### config.mk
export PLATFORM = sky130hd
export DESIGN_NAME = arm_control_unit
export DESIGN_NICKNAME = d
export VERILOG_FILES = /design/src/rtl/arm_ctrl_pkg.sv /design/src/rtl/arm_cond_logic.sv /design/src/rtl/arm_control_unit.sv
export SDC_FILE = /design/constraint.sdc
export NUM_CORES = 1
export LEC_CHECK = 0
export ABC_AREA = 1
export CAP_MARGIN = 20
export CORE_MARGIN = 2
export CORE_UTILIZATION = 25
export CTS_BUF_LIST = sky130_fd_sc_hd__clkbuf_2 sky130_fd_sc_hd__clkbuf_4 sky130_fd_sc_hd__clkbuf_8
export CTS_CLUSTER_SIZE = 8
export DETAILED_ROUTE_END_ITERATION = 12
export MAX_ROUTING_LAYER = met4
export PLACE_DENSITY = 0.71
export SKIP_CTS_REPAIR_TIMING = 1
export SLEW_MARGIN = 20
export SYNTH_ARGS = -nofsm -noshare
export SYNTH_HDL_FRONTEND = slang
export SYNTH_SLANG_ARGS = --single-unit
### constraint.sdc
create_clock -name clk -period 1.8 [get_ports clk]
set_clock_uncertainty 0.1 [all_clocks]
set_input_delay 0.18 -clock clk [delete_from_list [all_inputs] [get_ports clk]]
set_output_delay 0.18 -clock clk [all_outputs]
set_load 0.005 [all_outputs]
### src/rtl/arm_ctrl_pkg.sv
// arm_ctrl_pkg: shared encodings for the ARM single-cycle control unit.
//   - instruction opcode classes (Instr[27:26])
//   - condition-code enum (Instr[31:28])
//   - data-processing command field values (Funct[4:1])
//   - ALUControl and ImmSrc encodings driven to the datapath
//   - cond_eval(): condition-code evaluation against {N,Z,C,V}
package arm_ctrl_pkg;

  localparam logic [1:0] OP_DP  = 2'b00;
  localparam logic [1:0] OP_MEM = 2'b01;
  localparam logic [1:0] OP_BR  = 2'b10;

  typedef enum logic [3:0] {
    COND_EQ = 4'h0,
    COND_NE = 4'h1,
    COND_CS = 4'h2,
    COND_CC = 4'h3,
    COND_MI = 4'h4,
    COND_PL = 4'h5,
    COND_VS = 4'h6,
    COND_VC = 4'h7,
    COND_HI = 4'h8,
    COND_LS = 4'h9,
    COND_GE = 4'hA,
    COND_LT = 4'hB,
    COND_GT = 4'hC,
    COND_LE = 4'hD,
    COND_AL = 4'hE,
    COND_NV = 4'hF
  } cond_e;

  localparam logic [3:0] CMD_ADD = 4'b0100;
  localparam logic [3:0] CMD_SUB = 4'b0010;
  localparam logic [3:0] CMD_AND = 4'b0000;
  localparam logic [3:0] CMD_ORR = 4'b1100;

  localparam logic [1:0] ALU_ADD = 2'b00;
  localparam logic [1:0] ALU_SUB = 2'b01;
  localparam logic [1:0] ALU_AND = 2'b10;
  localparam logic [1:0] ALU_ORR = 2'b11;

  localparam logic [1:0] IMM_DP  = 2'b00;
  localparam logic [1:0] IMM_MEM = 2'b01;
  localparam logic [1:0] IMM_BR  = 2'b10;

  // Returns 1 when the condition passes for flags {N,Z,C,V}.
  function automatic logic cond_eval(input cond_e cond, input logic [3:0] nzcv);
    logic n, z, c, v;
    logic r;
    r = 1'b0;
    {n, z, c, v} = nzcv;
    case (cond)
      COND_EQ: r = z;
      COND_NE: r = ~z;
      COND_CS: r = c;
      COND_CC: r = ~c;
      COND_MI: r = n;
      COND_PL: r = ~n;
      COND_VS: r = v;
      COND_VC: r = ~v;
      COND_HI: r = c & ~z;
      COND_LS: r = ~c | z;
      COND_GE: r = (n == v);
      COND_LT: r = (n != v);
      COND_GT: r = ~z & (n == v);
      COND_LE: r = z | (n != v);
      COND_AL: r = 1'b1;
      COND_NV: r = 1'b0;
      default: r = 1'b0;
    endcase
    return r;
  endfunction

endpackage

### src/rtl/arm_cond_logic.sv
// arm_cond_logic: NZCV flag registers, condition evaluation and write gating.
// Ports:
//   clk, reset       clock, synchronous active-high reset
//   cond[3:0]        condition field of the current instruction
//   alu_flags[3:0]   {N,Z,C,V} from the ALU, same cycle
//   flag_w[1:0]      [1] writes N,Z; [0] writes C,V
//   pcs, reg_w, mem_w  ungated write requests from decode
//   pc_src, reg_write, mem_write  condition- and reset-gated writes
//   flags[3:0]       registered {N,Z,C,V}
//   cond_ex          condition passes against the registered flags
module arm_cond_logic
  import arm_ctrl_pkg::*;
#(
  parameter logic [3:0] FLAG_RESET = 4'b0000
) (
  input  logic       clk,
  input  logic       reset,
  input  logic [3:0] cond,
  input  logic [3:0] alu_flags,
  input  logic [1:0] flag_w,
  input  logic       pcs,
  input  logic       reg_w,
  input  logic       mem_w,
  output logic       pc_src,
  output logic       reg_write,
  output logic       mem_write,
  output logic [3:0] flags,
  output logic       cond_ex
);

  logic [3:0] flags_q;

  // Evaluated on the registered flags only; same-cycle ALU flags never feed back.
  assign cond_ex = cond_eval(cond_e'(cond), flags_q);

  always_ff @(posedge clk) begin
    if (reset) begin
      flags_q <= FLAG_RESET;
    end else if (cond_ex) begin
      if (flag_w[1]) flags_q[3:2] <= alu_flags[3:2];
      if (flag_w[0]) flags_q[1:0] <= alu_flags[1:0];
    end
  end

  assign flags     = flags_q;
  assign reg_write = reg_w & cond_ex & ~reset;
  assign mem_write = mem_w & cond_ex & ~reset;
  assign pc_src    = pcs   & cond_ex & ~reset;

endmodule

### src/rtl/arm_control_unit.sv
// arm_control_unit: single-cycle ARM control unit (decode + condition gating).
// Optional feature macro: ARM_CTRL_PERF_EN (retired/squashed counters).
// Ports:
//   clk, reset        clock, synchronous active-high reset
//   Instr[31:0]       current instruction
//   ALUFlags[3:0]     {N,Z,C,V} from the ALU
//   RegSrc, ImmSrc, ALUSrc, ALUControl, MemtoReg   datapath selects
//   RegWrite, MemWrite, PCSrc   condition-gated architectural writes
//   Flags[3:0]        registered {N,Z,C,V}
//   perf_retired, perf_squashed   executed / condition-failed counts (0 when disabled)
module arm_control_unit
  import arm_ctrl_pkg::*;
#(
  parameter logic [3:0] FLAG_RESET = 4'b0000
) (
  input  logic        clk,
  input  logic        reset,
  input  logic [31:0] Instr,
  input  logic [3:0]  ALUFlags,
  output logic [1:0]  RegSrc,
  output logic        RegWrite,
  output logic [1:0]  ImmSrc,
  output logic        ALUSrc,
  output logic [1:0]  ALUControl,
  output logic        MemtoReg,
  output logic        MemWrite,
  output logic        PCSrc,
  output logic [3:0]  Flags,
  output logic [31:0] perf_retired,
  output logic [31:0] perf_squashed
);

  logic [1:0] op;
  logic [5:0] funct;
  logic [3:0] rd;
  logic [3:0] cmd;
  logic       reg_w, mem_w, branch, alu_op, pcs, cond_ex;
  logic [1:0] flag_w;

  assign op    = Instr[27:26];
  assign funct = Instr[25:20];
  assign rd    = Instr[15:12];
  assign cmd   = funct[4:1];

  always_comb begin
    RegSrc     = 2'b00;
    ImmSrc     = IMM_DP;
    ALUSrc     = 1'b0;
    MemtoReg   = 1'b0;
    reg_w      = 1'b0;
    mem_w      = 1'b0;
    branch     = 1'b0;
    alu_op     = 1'b0;
    ALUControl = ALU_ADD;
    flag_w     = 2'b00;

    case (op)
      OP_DP: begin
        ALUSrc = funct[5];
        reg_w  = 1'b1;
        alu_op = 1'b1;
      end
      OP_MEM: begin
        ImmSrc = IMM_MEM;
        ALUSrc = 1'b1;
        if (funct[0]) begin
          MemtoReg = 1'b1;
          reg_w    = 1'b1;
        end else begin
          RegSrc = 2'b10;
          mem_w  = 1'b1;
        end
      end
      OP_BR: begin
        RegSrc = 2'b01;
        ImmSrc = IMM_BR;
        ALUSrc = 1'b1;
        branch = 1'b1;
      end
      default: ;
    endcase

    // Unsupported data-processing commands suppress the register write
    // here so that PCS below also sees the suppressed write.
    if (alu_op) begin
      case (cmd)
        CMD_ADD: ALUControl = ALU_ADD;
        CMD_SUB: ALUControl = ALU_SUB;
        CMD_AND: ALUControl = ALU_AND;
        CMD_ORR: ALUControl = ALU_ORR;
        default: reg_w = 1'b0;
      endcase
      if ((cmd == CMD_ADD) || (cmd == CMD_SUB) || (cmd == CMD_AND) || (cmd == CMD_ORR)) begin
        flag_w[1] = funct[0];
        flag_w[0] = funct[0] & ((cmd == CMD_ADD) || (cmd == CMD_SUB));
      end
    end
  end

  assign pcs = ((rd == 4'hF) & reg_w) | branch;

  arm_cond_logic #(
    .FLAG_RESET (FLAG_RESET)
  ) u_cond (
    .clk       (clk),
    .reset     (reset),
    .cond      (Instr[31:28]),
    .alu_flags (ALUFlags),
    .flag_w    (flag_w),
    .pcs       (pcs),
    .reg_w     (reg_w),
    .mem_w     (mem_w),
    .pc_src    (PCSrc),
    .reg_write (RegWrite),
    .mem_write (MemWrite),
    .flags     (Flags),
    .cond_ex   (cond_ex)
  );

`ifdef ARM_CTRL_PERF_EN
  logic [31:0] retired_q, squashed_q;

  always_ff @(posedge clk) begin
    if (reset) begin
      retired_q  <= '0;
      squashed_q <= '0;
    end else if (cond_ex) begin
      retired_q  <= retired_q + 32'd1;
    end else begin
      squashed_q <= squashed_q + 32'd1;
    end
  end

  assign perf_retired  = retired_q;
  assign perf_squashed = squashed_q;

  logic unused_bits;
  assign unused_bits = ^{Instr[19:16], Instr[11:0]};
`else
  assign perf_retired  = '0;
  assign perf_squashed = '0;

  logic unused_bits;
  assign unused_bits = ^{Instr[19:16], Instr[11:0], cond_ex};
`endif

endmodule

After elaboration in Yosys (flattened, before gate mapping)

Cells that the tools add are included.

Bits in registers: 4
Bits in latches: 0
Bits in writable memories: 0
Bits in read-only memories: 0
Bits of input ports: 38
Output and inout port bits: 79
Word-level logic and storage cells: 71
Memories kept: 0

Add/subtract/negate cells: 0
Multiply operators: 0
Div/mod/pow operators: 0
Magnitude comparators: 0
Equal/unequal tests: 23
Shift operators: 0
Multiplexer cells: 18
Bitwise operators: 18
Reductions and logical operators: 10

Operator list:

| kind                                                            | count |
|---|---|
| 4-bit == test, second input constant                            | 10 |
| 4-bit by 3-bit == test with 1-bit output, second input constant | 5 |
| 1-bit case mux with 16 select lines                             | 1 |
| 4-bit by 2-bit == test with 1-bit output, second input constant | 3 |
| 1-bit AND                                                       | 10 |
| 4-bit logical NOT                                               | 2 |
| 1-bit two-way mux                                               | 8 |
| 2-bit two-way mux                                               | 4 |
| 2-bit case mux with 2 select lines                              | 2 |
| 2-bit case mux with 3 select lines                              | 1 |
| 1-bit NOT                                                       | 5 |
| 4-bit by 1-bit == test with 1-bit output, second input constant | 1 |
| 1-bit case mux with 2 select lines                              | 2 |
| 2-bit AND reduction                                             | 2 |
| 4-bit OR reduction                                              | 1 |
| 1-bit logical OR                                                | 3 |
| 1-bit OR                                                        | 3 |
| 2-bit by 1-bit == test with 1-bit output, second input constant | 1 |
| 2-bit == test, second input constant                            | 1 |
| 2-bit logical NOT                                               | 1 |
| 2-bit OR reduction                                              | 1 |
| 1-bit == test                                                   | 1 |
| 1-bit inequality test                                           | 1 |

Depth between registers and ports, before layout

Depth in word-level cells: 8
Mapped depth: 13
Depth with buffers taken out: 13

Hierarchy

A second synthesis with hierarchy kept.

Cells, all modules: 197
Area, all modules: 1168.6 µm²

By module, submodules not included:

| module           | instances | cells each | area an instance (µm²) | seq. area each (µm²) |
|---|---|---|---|---|
| arm_control_unit | 1         | 111        | 723.2                  | 0.0 |
| arm_cond_logic   | 1         | 86         | 445.4                  | 80.1 |

Worst setup path after synthesis

Ideal clock, no wire load.

Path type: reg2out
From: register u_cond.flags_q[3], in the netlist u_cond.flags[3]
To: output port MemWrite
Arrival: 1.180 ns
Data required time: 1.520 ns
Slack: 0.340 ns
Cell stages (with the launch flop): 11
Path buffers: 0
Cell sequence: dfxtp_1 -> inv_1 -> nand2_1 -> nand2_1 -> o21ai_1 -> nand2_1 -> nand3_2 -> nand2_2 -> nand2_4 -> nand3_1 -> nor2_1

Cells in the longest elaborated chain, start to end: 5
Elaborated cells between the ends (all ways): 8
Classes of those cells: eq/ne: 2; mux: 1; bitwise: 5

RTL lines:

| what                                                          | line                                   | RTL |
|---|---|---|
| start, declared                                               | arm_cond_logic.sv:31                   | `logic [3:0] flags_q;` |
| start signal, assigned                                        | arm_cond_logic.sv:40                   | `if (flag_w[1]) flags_q[3:2] <= alu_flags[3:2];` |
| 1-bit inequality test / 1-bit == test (equally long branches) | -                                      |  |
| 1-bit OR / 1-bit AND (equally long branches)                  | arm_ctrl_pkg.sv:66, arm_ctrl_pkg.sv:65 |  |
| 1-bit case mux with 16 select lines *                         | arm_ctrl_pkg.sv:52                     | `case (cond)` |
| 1-bit AND * (2 in a row)                                      | arm_cond_logic.sv:47                   | `assign mem_write = mem_w & cond_ex & ~reset;` |
| end, declared                                                 | arm_control_unit.sv:26                 | `output logic MemWrite,` |

Every way passes the cells marked *; elsewhere a longest branch is shown, timed or not.

Worst setup path in the final report

From: register u_cond.flags_q[3], in the netlist u_cond.flags[3]
To: output port RegWrite

Cells in the longest elaborated chain, start to end: 5
Elaborated cells between the ends (all ways): 8
Classes of those cells: eq/ne: 2; mux: 1; bitwise: 5

RTL lines:

| what                                                          | line                                   | RTL |
|---|---|---|
| 1-bit inequality test / 1-bit == test (equally long branches) | -                                      |  |
| 1-bit OR / 1-bit AND (equally long branches)                  | arm_ctrl_pkg.sv:66, arm_ctrl_pkg.sv:65 |  |
| 1-bit case mux with 16 select lines *                         | arm_ctrl_pkg.sv:52                     |  |
| 1-bit AND * (2 in a row)                                      | arm_cond_logic.sv:46                   | `assign reg_write = reg_w & cond_ex & ~reset;` |
| end, declared                                                 | arm_control_unit.sv:21                 | `output logic RegWrite,` |

Marked as above.

==> out/metrics.cfg <==
[finish]
design_area_um2=1610
regArea_um2=90.1
synthToLayoutAreaGrowth_pct=42.0
fin_cells=297
largest_register_ffs=4
antenna_cells=0
final_layout_size_suffix_gt1_share_pct=24.1
post-route-util_pct=37.0
fin_nets=291
multi_input_area_um2=767
num-fill-cells=463

[place]
dpl-instance-area_um2=1460
routabilityCongestion=0.778
io_buffers=36
place_inst=291
dp_hpwl_um=1920

[status]
status=finished clean

[timing]
finalHoldViolations=0
tns_ps=0
rsz0062_at_grt=true
drv_slew=0
period_needed_ps=1760
timing.hold.ws_ps=434
fmax_mhz=567
final-setup-viol-count=0
finalCritPeriodShare_pct=97.9

[pwr]
p_leak_nw=0.964
power_density_nw_per_um2=311
vdd_ir_drop_max_mv=0.160

[synthesis]
ys_warn_count=0
synth_cell_type_count=21
synth_seq_cells=4
synth_top_family_by_area=buffers and inverters
postSynthCellCount=185
synth.area.mux_share_pct=0
ys_seq_area_share_pct=7.05
synth-compound-area-share_pct=4.41
synth.avg_cell_area_um2=6.14
synth-adder-area-share_pct=6.61
synth-xor-area-share_pct=0
synth_area_um2=1140
yosys.area_share.simple_pct=30.1

[clock_tree]
clkLatencyLatePin_ps=220
clock-sinks=4
numCtsBuffers=3
path_clk_slew_ps=30
ctsHtreeMaxLevel=1
cts_tree=done
cts.path.max_buffers=2
cts_root_buf=clkbuf_8

[setup_path]
path_buf_inv=2
path_class=reg -> out
crit_path_start_kind=flip-flop
worstPathRequired_ps=1520
crit_path_max_incr_delay_ps=370
crit_family=simple AND/OR/NAND/NOR gates
cpMaxStageDelayCell=dfxtp_4
cp.arrival_ps=1480
crit_fanout=5
crit_path_end_kind=primary output
r2r_setup_slack_ps=240
path_cells=inv_4 -> nand2_4 -> nand2_2 -> o21ai_2 -> nand2_1 -> nand3_2 -> nand2_2 -> nand2_4 -> nand3_4 -> nor2_1 -> clkbuf_2

[floorplan]
rows=24
io_pins=117
die_w_um=71.4
core_um2=4350
start_util_pct=26.1
die_h_um=71.4
die_area_um2=5100

[routing]
initialDrtViolationCount=20
drc=0
wl_per_cell_um=7.78
drtPass1Iterations=4
final_antenna_net_count=0
viasPerCell=3.69
vias=1097
wl_um=2310

[min_path]
hp-class=reg -> reg

[grt]
grt_pass1_wl_um=3480
grt_pass1_vias=936
grt_use_total_pct=8.49
overflow=0
grt_max_degree=9
grt_antenna_before_repair=0

[flow_run]
drv_cap=0

## cells in the final DEF (no fill, tap or decap), types with 2 or more instances in the layout
master	count
nor2_1	14
dfxtp_2	2
nand4_1	5
clkdlybuf4s50_1	23
clkbuf_8	3
nand2_1	33
nand3_1	8
nand2_4	2
nor2_2	2
ha_1	4
clkbuf_2	2
buf_4	22
inv_2	4
dlymetal6s2s_1	10
nand2_2	4
a21oi_1	4
conb_1	64
inv_4	2
dfxtp_4	2
inv_1	20
nand3_2	3
o21ai_2	3
## cell type report
class,count,share of cell area [%]
timing repair buffer,59,33.9
tap,52,4.03
sequential,4,5.59
clock buffer,3,2.56
multi-input combinational,153,47.6
inverter,26,6.36
## tightest hold or removal path: cells and delay by family, from the launching register on
kind	cells	cell delay, ps
buffers and inverters	2	90
flip-flops	1	330
AND/OR/NAND/NOR	2	70
## layer usage
metal / routed length [um] / GRT usage [%] / up-vias
li1: - / - / 555
met1: 862 / 8.87 / 469
met2: 1180 / 15.2 / 68
met3: 228 / 1.83 / 5
met4: 44 / 3.77 / 0
met5: 0 / - / -
## cells in the mapped netlist, drive strengths merged
cell	count	share of area (%)
dfxtp	4	7.0
a21oi	5	2.2
o21ai	3	1.3
ha	6	6.6
o21ba	1	0.88
nor3	1	0.88
nor2	16	5.5
inv	25	8.3
nand3	12	6.6
or2	1	0.55
nand2	39	14
conb	1	0.33
clkinv	1	0.33
nand4	5	2.8
buf	65	43
## kinds of logic after synthesis
group	count (synthesis)
other cells	1
simple gates	74
flops	4
compound gates	9
fa+ha+maj	6
buf+inv	91
## path summary, 6_finish.rpt
| check | cells after the start | endpoint | startpoint |
|---|---|---|---|
| max | 11 | RegWrite | u_cond.flags[3] |
| min | 4 | u_cond.flags[1] | u_cond.flags[1] |
| min reg2reg | 4 | u_cond.flags[1] | u_cond.flags[1] |
| max reg2reg | 12 | u_cond.flags[3] | u_cond.flags[3] |
## through the flow
step	power [mW]	setup WS, ps
2_1_floorplan	0.295	340
3_3_place_gp	0.300	-538
3_5_place_dp	0.301	-597
4_1_cts	0.495	-608
5_1_grt	0.541	-62.0
6_report	0.502	37.9
## report_power, final
group	internal [mW]	total [mW]	switching [mW]	leakage [nW]
Combinational	0.109	0.225	0.116	0.907
Sequential	0.0879	0.0896	0.00175	0.0349
Clock	0.142	0.188	0.0452	0.0216
Total	0.339	0.502	0.163	0.964
Power figures use the tool's default switching activity.
